$ cat src/rtl/cfg_pkg.sv
// Shared constants for apb_cfg_bank: control-word layout, APB FSM states and response codes.
package cfg_pkg;

    localparam int CTRL_IDX     = 0;
    localparam int START_BIT    = 0;
    localparam int PE_RESET_BIT = 15;
    localparam int IRQ_EN_BIT   = 30;
    localparam int DONE_BIT     = 31;

    typedef enum logic [1:0] {
        IDLE  = 2'd0,
        SETUP = 2'd1,
        RESP  = 2'd2
    } apb_state_e;

    localparam logic APB_RESP_OKAY = 1'b0;
    localparam logic APB_RESP_ERR  = 1'b1;

endpackage

$ cat src/rtl/cfg_storage_bank.sv
// NUM_REGS x DATA_W register storage: single write port, whole-bank load, read mux, reset load.
module cfg_storage_bank #(
    parameter int                         NUM_REGS  = 32,
    parameter int                         DATA_W    = 32,
    parameter int                         IDX_W     = 5,
    parameter logic [NUM_REGS*DATA_W-1:0] RESET_VAL = '0
) (
    input  logic                         clk_i,
    input  logic                         rst_i,
    input  logic                         wr_en_i,
    input  logic [IDX_W-1:0]             wr_idx_i,
    input  logic [DATA_W-1:0]            wr_data_i,
    input  logic                         ld_en_i,
    input  logic [NUM_REGS*DATA_W-1:0]   ld_data_i,
    input  logic [IDX_W-1:0]             rd_idx_i,
    output logic [DATA_W-1:0]            rd_data_o,
    output logic [NUM_REGS*DATA_W-1:0]   words_o
);

    logic [DATA_W-1:0] mem_q [NUM_REGS];

    // Bank load has priority over a single-word write.
    always_ff @(posedge clk_i) begin
        if (rst_i) begin
            for (int i = 0; i < NUM_REGS; i++) begin
                mem_q[i] <= RESET_VAL[i*DATA_W +: DATA_W];
            end
        end else if (ld_en_i) begin
            for (int i = 0; i < NUM_REGS; i++) begin
                mem_q[i] <= ld_data_i[i*DATA_W +: DATA_W];
            end
        end else if (wr_en_i) begin
            mem_q[wr_idx_i] <= wr_data_i;
        end
    end

    assign rd_data_o = mem_q[rd_idx_i];

    // Flatten the array for the consumer bus.
    always_comb begin
        words_o = '0;
        for (int i = 0; i < NUM_REGS; i++) begin
            words_o[i*DATA_W +: DATA_W] = mem_q[i];
        end
    end

endmodule

$ cat src/rtl/apb_cfg_bank.sv
// APB3 configuration register bank with one wait state, start/done control word and sticky irq.
// Build option CFG_SHADOW_EN: APB targets a staging bank that is copied to cfg_q on an accepted start.
module apb_cfg_bank
    import cfg_pkg::*;
#(
    parameter int                         NUM_REGS  = 32,
    parameter int                         DATA_W    = 32,
    parameter int                         ADDR_W    = 8,
    parameter logic [NUM_REGS*DATA_W-1:0] RESET_VAL = '0
) (
    input  logic                         PCLK,
    input  logic                         PRESET,
    input  logic                         PSEL,
    input  logic                         PENABLE,
    input  logic                         PWRITE,
    input  logic [ADDR_W-1:0]            PADDR,
    input  logic [DATA_W-1:0]            PWDATA,
    output logic [DATA_W-1:0]            PRDATA,
    output logic                         PREADY,
    output logic                         PSLVERR,
    output logic [NUM_REGS*DATA_W-1:0]   cfg_q,
    output logic                         start_tpu,
    output logic                         pe_reset,
    output logic                         busy,
    output logic                         irq,
    input  logic                         done_tpu
);

    localparam int IDX_W  = (NUM_REGS > 1) ? $clog2(NUM_REGS) : 1;
    localparam int WIDX_W = ADDR_W - 2;
    localparam logic [WIDX_W:0]   NUM_REGS_W = (WIDX_W+1)'(NUM_REGS);
    localparam logic [DATA_W-1:0] CTRL_MASK  = (DATA_W'(1) << START_BIT) |
                                               (DATA_W'(1) << PE_RESET_BIT) |
                                               (DATA_W'(1) << DONE_BIT);

    // Host-visible form of the control word: pulse bits read 0, bit 31 is the sticky flag.
    function automatic logic [DATA_W-1:0] ctrl_view(input logic [DATA_W-1:0] w, input logic done);
        logic [DATA_W-1:0] v;
        v           = w & ~CTRL_MASK;
        v[DONE_BIT] = done;
        return v;
    endfunction

    apb_state_e                  state_q, state_d;
    logic [DATA_W-1:0]           prdata_q, prdata_d;
    logic                        pready_q, pslverr_q, pslverr_d;
    logic                        start_q, pe_q, busy_q, busy_d, done_q, done_d;
    logic                        irq_q, irq_d, irq_en_d, done_prev_q, done_rise_s;
    logic [WIDX_W-1:0]           word_idx_s;
    logic [IDX_W-1:0]            idx_s;
    logic                        is_ctrl_s, addr_err_s, err_s, acc_s, wr_ok_s;
    logic                        start_acc_s, pe_acc_s, w1c_s;
    logic [DATA_W-1:0]           wr_data_s, vis_rd_s, vis_word0_s, rd_view_s;
    logic [NUM_REGS*DATA_W-1:0]  act_words_s, vis_words_s;

    assign word_idx_s = PADDR[ADDR_W-1:2];
    assign idx_s      = word_idx_s[IDX_W-1:0];
    assign is_ctrl_s  = (word_idx_s == WIDX_W'(CTRL_IDX));
    assign addr_err_s = (PADDR[1:0] != 2'b00) || ({1'b0, word_idx_s} >= NUM_REGS_W);

    // APB phase tracking; the access happens on the SETUP->RESP transition.
    always_comb begin
        state_d = state_q;
        acc_s   = 1'b0;
        case (state_q)
            IDLE: begin
                if (PSEL && !PENABLE) state_d = SETUP;
                else                  state_d = IDLE;
            end
            SETUP: begin
                if (PSEL && PENABLE) begin
                    state_d = RESP;
                    acc_s   = 1'b1;
                end else if (!PSEL) begin
                    state_d = IDLE;
                end else begin
                    state_d = SETUP;
                end
            end
            RESP:    state_d = IDLE;
            default: state_d = IDLE;
        endcase
    end

    // Access decode: a start request while busy rejects the whole write.
    always_comb begin
        err_s       = addr_err_s || (PWRITE && is_ctrl_s && PWDATA[START_BIT] && busy_q);
        wr_ok_s     = acc_s && PWRITE && !err_s;
        start_acc_s = wr_ok_s && is_ctrl_s && PWDATA[START_BIT];
        pe_acc_s    = wr_ok_s && is_ctrl_s && PWDATA[PE_RESET_BIT];
        w1c_s       = wr_ok_s && is_ctrl_s && PWDATA[DONE_BIT];
        if (is_ctrl_s) wr_data_s = PWDATA & ~CTRL_MASK;
        else           wr_data_s = PWDATA;
        if (is_ctrl_s) rd_view_s = ctrl_view(vis_rd_s, done_q);
        else           rd_view_s = vis_rd_s;
    end

`ifdef CFG_SHADOW_EN
    logic [NUM_REGS*DATA_W-1:0] stg_words_s, ld_data_s;
    logic [DATA_W-1:0]          act_rd_s;

    cfg_storage_bank #(.NUM_REGS(NUM_REGS), .DATA_W(DATA_W), .IDX_W(IDX_W), .RESET_VAL(RESET_VAL)) u_stage (
        .clk_i(PCLK), .rst_i(PRESET), .wr_en_i(wr_ok_s), .wr_idx_i(idx_s), .wr_data_i(wr_data_s),
        .ld_en_i(1'b0), .ld_data_i('0), .rd_idx_i(idx_s), .rd_data_o(vis_rd_s), .words_o(stg_words_s)
    );

    // The start write lands in staging on the same edge, so the copy takes the new control word.
    always_comb begin
        ld_data_s = stg_words_s;
        ld_data_s[CTRL_IDX*DATA_W +: DATA_W] = wr_data_s;
    end

    cfg_storage_bank #(.NUM_REGS(NUM_REGS), .DATA_W(DATA_W), .IDX_W(IDX_W), .RESET_VAL(RESET_VAL)) u_active (
        .clk_i(PCLK), .rst_i(PRESET), .wr_en_i(1'b0), .wr_idx_i(idx_s), .wr_data_i(wr_data_s),
        .ld_en_i(start_acc_s), .ld_data_i(ld_data_s), .rd_idx_i(idx_s), .rd_data_o(act_rd_s),
        .words_o(act_words_s)
    );

    assign vis_words_s = stg_words_s;
`else
    cfg_storage_bank #(.NUM_REGS(NUM_REGS), .DATA_W(DATA_W), .IDX_W(IDX_W), .RESET_VAL(RESET_VAL)) u_bank (
        .clk_i(PCLK), .rst_i(PRESET), .wr_en_i(wr_ok_s), .wr_idx_i(idx_s), .wr_data_i(wr_data_s),
        .ld_en_i(1'b0), .ld_data_i('0), .rd_idx_i(idx_s), .rd_data_o(vis_rd_s), .words_o(act_words_s)
    );

    assign vis_words_s = act_words_s;
`endif

    assign vis_word0_s = vis_words_s[CTRL_IDX*DATA_W +: DATA_W];

    // Status next-state: a done edge wins over W1C/start for the sticky bit, start wins for busy.
    always_comb begin
        done_rise_s = done_tpu && !done_prev_q;
        if (start_acc_s)      busy_d = 1'b1;
        else if (done_rise_s) busy_d = 1'b0;
        else                  busy_d = busy_q;
        if (done_rise_s)                done_d = 1'b1;
        else if (start_acc_s || w1c_s)  done_d = 1'b0;
        else                            done_d = done_q;
        if (wr_ok_s && is_ctrl_s) irq_en_d = PWDATA[IRQ_EN_BIT];
        else                      irq_en_d = vis_word0_s[IRQ_EN_BIT];
        irq_d = done_d && irq_en_d;
        if (acc_s && !PWRITE && !err_s) prdata_d = rd_view_s;
        else                            prdata_d = '0;
        if (acc_s && err_s) pslverr_d = APB_RESP_ERR;
        else                pslverr_d = APB_RESP_OKAY;
    end

    // All control, status and response registers.
    always_ff @(posedge PCLK) begin
        if (PRESET) begin
            state_q     <= IDLE;
            prdata_q    <= '0;
            pready_q    <= 1'b0;
            pslverr_q   <= APB_RESP_OKAY;
            start_q     <= 1'b0;
            pe_q        <= 1'b0;
            busy_q      <= 1'b0;
            done_q      <= 1'b0;
            irq_q       <= 1'b0;
            done_prev_q <= 1'b0;
        end else begin
            state_q     <= state_d;
            prdata_q    <= prdata_d;
            pready_q    <= (state_d == RESP);
            pslverr_q   <= pslverr_d;
            start_q     <= start_acc_s;
            pe_q        <= pe_acc_s;
            busy_q      <= busy_d;
            done_q      <= done_d;
            irq_q       <= irq_d;
            done_prev_q <= done_tpu;
        end
    end

    // Active bank as seen by the datapath, control word in its host-visible form.
    always_comb begin
        cfg_q = act_words_s;
        cfg_q[CTRL_IDX*DATA_W +: DATA_W] = ctrl_view(act_words_s[CTRL_IDX*DATA_W +: DATA_W], done_q);
    end

    assign PRDATA    = prdata_q;
    assign PREADY    = pready_q;
    assign PSLVERR   = pslverr_q;
    assign start_tpu = start_q;
    assign pe_reset  = pe_q;
    assign busy      = busy_q;
    assign irq       = irq_q;

endmodule

$ cat config.mk
export PLATFORM = sky130hd
export DESIGN_NAME = apb_cfg_bank
export DESIGN_NICKNAME = d
export VERILOG_FILES = /design/src/rtl/cfg_pkg.sv /design/src/rtl/cfg_storage_bank.sv /design/src/rtl/apb_cfg_bank.sv
export SDC_FILE = /design/constraint.sdc
export NUM_CORES = 2
export LEC_CHECK = 0
export CORE_AREA = 3 3 430 432
export CTS_CLUSTER_DIAMETER = 80
export DETAILED_ROUTE_END_ITERATION = 10
export DIE_AREA = 0 0 433 435
export GPL_ROUTABILITY_DRIVEN = 0
export PLACE_DENSITY = 0.59
export SETUP_SLACK_MARGIN = 0.05
export SLEW_MARGIN = 5
export SYNTH_ARGS = -nofsm -noshare
export SYNTH_HDL_FRONTEND = slang
export SYNTH_SLANG_ARGS = --single-unit
$ cat constraint.sdc
create_clock -name PCLK -period 4.9 [get_ports PCLK]
set_clock_uncertainty 0.2 [all_clocks]
set_input_delay 0.98 -clock PCLK [delete_from_list [all_inputs] [get_ports PCLK]]
set_output_delay 0.98 -clock PCLK [all_outputs]
set_load 0.02 [all_outputs]
Word-level counts from Yosys, hierarchy flattened. Memory sizes are Yosys's and may differ from the RTL's. Cells that the tools add are included.

Output and inout bits: 1062. RAM bits: 1024. Word-level logic and storage cells: 68. Memories: 1. Bits of input ports: 46. Bits in registers: 42.

Order comparisons: 1. Reduce and logical (&&, ||, !) cells: 30. Bitwise logic cells: 1. Equal/unequal tests: 2. Multiplexer cells: 22.

Memories: u_bank.mem_q (words 32, bits a word 32, rd ports 33, clocked after Yosys merged registers in 0, wr ports 32, RTL line cfg_storage_bank.sv:20) `logic [DATA_W-1:0] mem_q [NUM_REGS];`.

Operators by type and width (count): 2-to-1 mux 32 bit (3); OR reduction 32 bit (1); logical AND 1 bit (16); 2-to-1 mux 1 bit (16); >= comparator 6 bit (second input constant) (1); zero test 6 bit (1); 2-to-1 mux 5 bit (1); zero test 1 bit (4); case mux 2 bit (2 select lines) (1); nonzero test 2 bit (2); logical OR 1 bit (3); OR reduction 3 bit (1); equality test 2 x 1 -> 1 bit (second input constant) (1); equality test 2 bit (second input constant) (1); zero test 2 bit (1); 2-to-1 mux 2 bit (1); OR reduction 2 bit (1); inverter 1 bit (1).

Longest topological paths before layout.
Word-level depth: 13. Gate-level depth with buffers: 9. Depth with buffers taken out: 5.

Modules after synthesis. From an unflattened synthesis, not the netlist that was laid out.

Cell total of the unflattened synthesis: 4666. Area, all modules: 54659.9 µm².

By module, submodules not included: cfg_storage_bank (times used 1, area an instance 53301.1 µm², cells an instance 4547, sequential area each 30749.5 µm²); apb_cfg_bank (times used 1, area an instance 1358.8 µm², cells an instance 119, sequential area each 840.8 µm²).

Worst setup path before layout. Ideal clock, no wire load.

Path kind: input port to flip-flop. From: input PADDR[2]. To: memory u_bank.mem_q[16][0] (enable). Path slack: 1.034 ns. Arrival: 3.188 ns. Stages: 9. Path buffers: 4. Data required time: 4.222 ns. Setup time: 0.478 ns. Cells stage by stage: buf_2 or3_1 or3_4 and4_1 buf_2 buf_2 clkbuf_1 nand2_1 nand2_1.

RTL lines: start, declared (RTL line apb_cfg_bank.sv:16) `input logic [ADDR_W-1:0] PADDR,`; end, declared (RTL line cfg_storage_bank.sv:20).

==> run metrics <==
count leader, synth buf_4; final WL 259900 um; synth-to-layout area growth 20.66%; Achievable Freq 277.7 MHz; Unique masters post-synth 51; clock share of power 0.438; Max-Cap Viols 0; number of global-route vias before repair 34575; final setup fails 0; first-pass detailed-route iteration total 6; pin count of the biggest net entering global routing 125; WL per Instance 39.78 um; synth warn 0; post-synthesis sequential area ratio 0.5777; PostCTS Resize Cnt 0; switching component of the power 0.005827 W; Root Buffer clkbuf_16; most frequent cells after synthesis buf_4, edfxtp_1, and2_1, and3_1, clkbuf_1; slowest cell on the critical path clkdlybuf4s50_1; final hold violations 0; leading area contributor after synthesis edfxtp_1; H-tree level count 4; Rel. slew slack 0.09096; Initial Utilization 0.3022; CP cell instances clkdlybuf4s50_1, or3_4, or3_4, and4_4, nand3_1, nand2_4; die height 435 um; total die area 188400 um2; Worst EP required 5020 ps; Critical Path Start Type primary input; DRT iter0 DRCs 5505; main combinational cell family by area after synthesis buffers and inverters; Vias 35551; Most used DFF post-synth edfxtp_1; fraction of the mapped netlist area in adder cells 0; Async SR Flop Fraction 0; # nets final 4090; Mapped Area 54690 um2; Post-synth EDFFs 1024; worst hold path type flop to flop; top cell type's share of synthesized area 0.5623; Sw Ratio 0.2608; FP Rows 156; status finished clean; share of cells above drive strength 1 0.1612; Final Max Tran Viols 0; Routed Antenna Nets 0; Post-CTS Setup Bufs 0; total CTS buffers 131; Worst-Margin Slew 1359 ps; CTS clk-pin slew, worst paths 60 ps; initial antenna violation count 35; Total GRT Usage 0.2685; multiplexer area fraction after synthesis 0.1059; setup TNS 0 ps; CP max FO 32; Synth Area in Simple Gates 0.1268; final period utilization 0.7348; PnR Total Power 0.02234 W; die span in x 433 um; # IOs 1108; Final Util 0.3647; DP HPWL 185200 um; CTS tree yes; PwrDens 338.6 nW/um2; post-route worst setup slack 1299 ps; post-place setup slack 565.9 ps; post-synthesis xor/xnor area fraction 0; most used cell, CP or3_4; Avg Cell Area, Syn 13.58 um2; Vias/cell 5.442; leakage power 24.85 nW; CP Capture Type flop; Sink Count 1066; first-pass GRT wire length 338000 um; remaining global-route overflow 0; FF+latch count, synth 1066; I/O Buffers 1105; # DRC 0; sequential power share 0.466; number of hold buffers added after CTS 0; CTS max path bufs 3; synth top area cells edfxtp_1, buf_4, mux4_2; Post-Syn Instances 4027; WS Path Type primary input to flop; Clk Latency, worst-skew pair 800 ps; Combinational Power Share 0.097; Tmin final 3601 ps; post-synthesis compound-gate area fraction 0.02295; core area 180900 um2; RSZ-0062 raised after global routing false; crit-path max cell delay 700 ps; worst vdd ir 0.0002860 V; Critical Path AT 3720 ps; P_int 0.01651 W
[flip-flops by register name, summed over array words and instances (netlist names)]
register	count
PRDATA	32
PREADY	1
PSLVERR	1
busy	1
done_prev_q	1
done_q	1
irq	1
pe_reset	1
start_tpu	1
state_q	2
u_bank.mem_q	1024
[cells in the final DEF (no fill, tap or decap), types with 27 or more instances in the layout]
master           netlist  layout
nand2_4                0      32
nor2_1               104     103
buf_4               1025      93
a221oi_1              27      27
clkinv_1               1      28
dfxtp_1               42      42
clkdlybuf4s50_1        0    1100
a22oi_1               72      72
mux4_2               253     253
and2_1               513     512
and3_1               412     408
clkbuf_16              0     132
edfxtp_1            1024    1024
buf_12                 0      49
[per-stage QoR]
stage	cell area, um2	instances	hold WS, ps
3_5_place_dp	61710	6281	211.0
5_1_grt	65960	6522	237.4
4_1_cts	65960	6519	224.8
6_report	65980	6533	229.1
2_1_floorplan	54700	4031	189.2
3_3_place_gp	61690	6280	227.6
[layout make-up]
cell class	count	area (um2)
diodes	14	35.03
flip-flops and latches	1066	31590
well taps	2370	2965
clock inverters	74	754.5
clock buffers	164	3503
repair buffers	1248	12750
fillers	16976	115000
multi-input cells	1593	14370
inverters	4	15.01
[per-layer routing]
layer  vias to the layer above  share of wire  GRT usage
li1                      13588              -          -
met1                     18520           0.36     0.3288
met2                      2849           0.46     0.4228
met3                       582           0.11    0.08122
met4                        12          0.063     0.1468
met5                         -        0.00026          0
[final timing paths]
path                         start                                end  slack [ps]  depth (start not counted)
max reg2reg  state_q[1]$_SDFF_PP0_   u_bank.mem_q[1][3]$_SDFFCE_PN0P_        1700                          6
max                       PADDR[4]  u_bank.mem_q[26][3]$_SDFFCE_PN0P_        1300                          6
min          state_q[1]$_SDFF_PP0_              state_q[0]$_SDFF_PP0_         230                          1
min reg2reg  state_q[1]$_SDFF_PP0_              state_q[0]$_SDFF_PP0_         230                          1
[power by group through the flow]
stage | Sequential [W] | Clock [W] | Combinational, W
4_1_cts | 0.0104 | 0.00989 | 0.00217
2_1_floorplan | 0.0104 | 0 | 0.00125
3_3_place_gp | 0.0106 | 0 | 0.00216
3_5_place_dp | 0.0106 | 0 | 0.00216
5_1_grt | 0.0104 | 0.0102 | 0.00221
6_report | 0.0104 | 0.00978 | 0.00216
[cells by family (layout without fill, tap and decap cells)]
| family | count (synthesis) | in the layout |
|---|---|---|
| simple gates | 1163 | 1163 |
| mux | 262 | 262 |
| compound gates | 163 | 163 |
| buf+inv | 1372 | 1490 |
| other cells | 1 | 19 |
| flops | 1066 | 1066 |
[worst max-delay path, delay by kind of cell]
kind / cells / cell delay, ps
buf+inv: 1 / 700
simple gates: 5 / 1960
No activity file was read; power rests on OpenSTA's default activity.
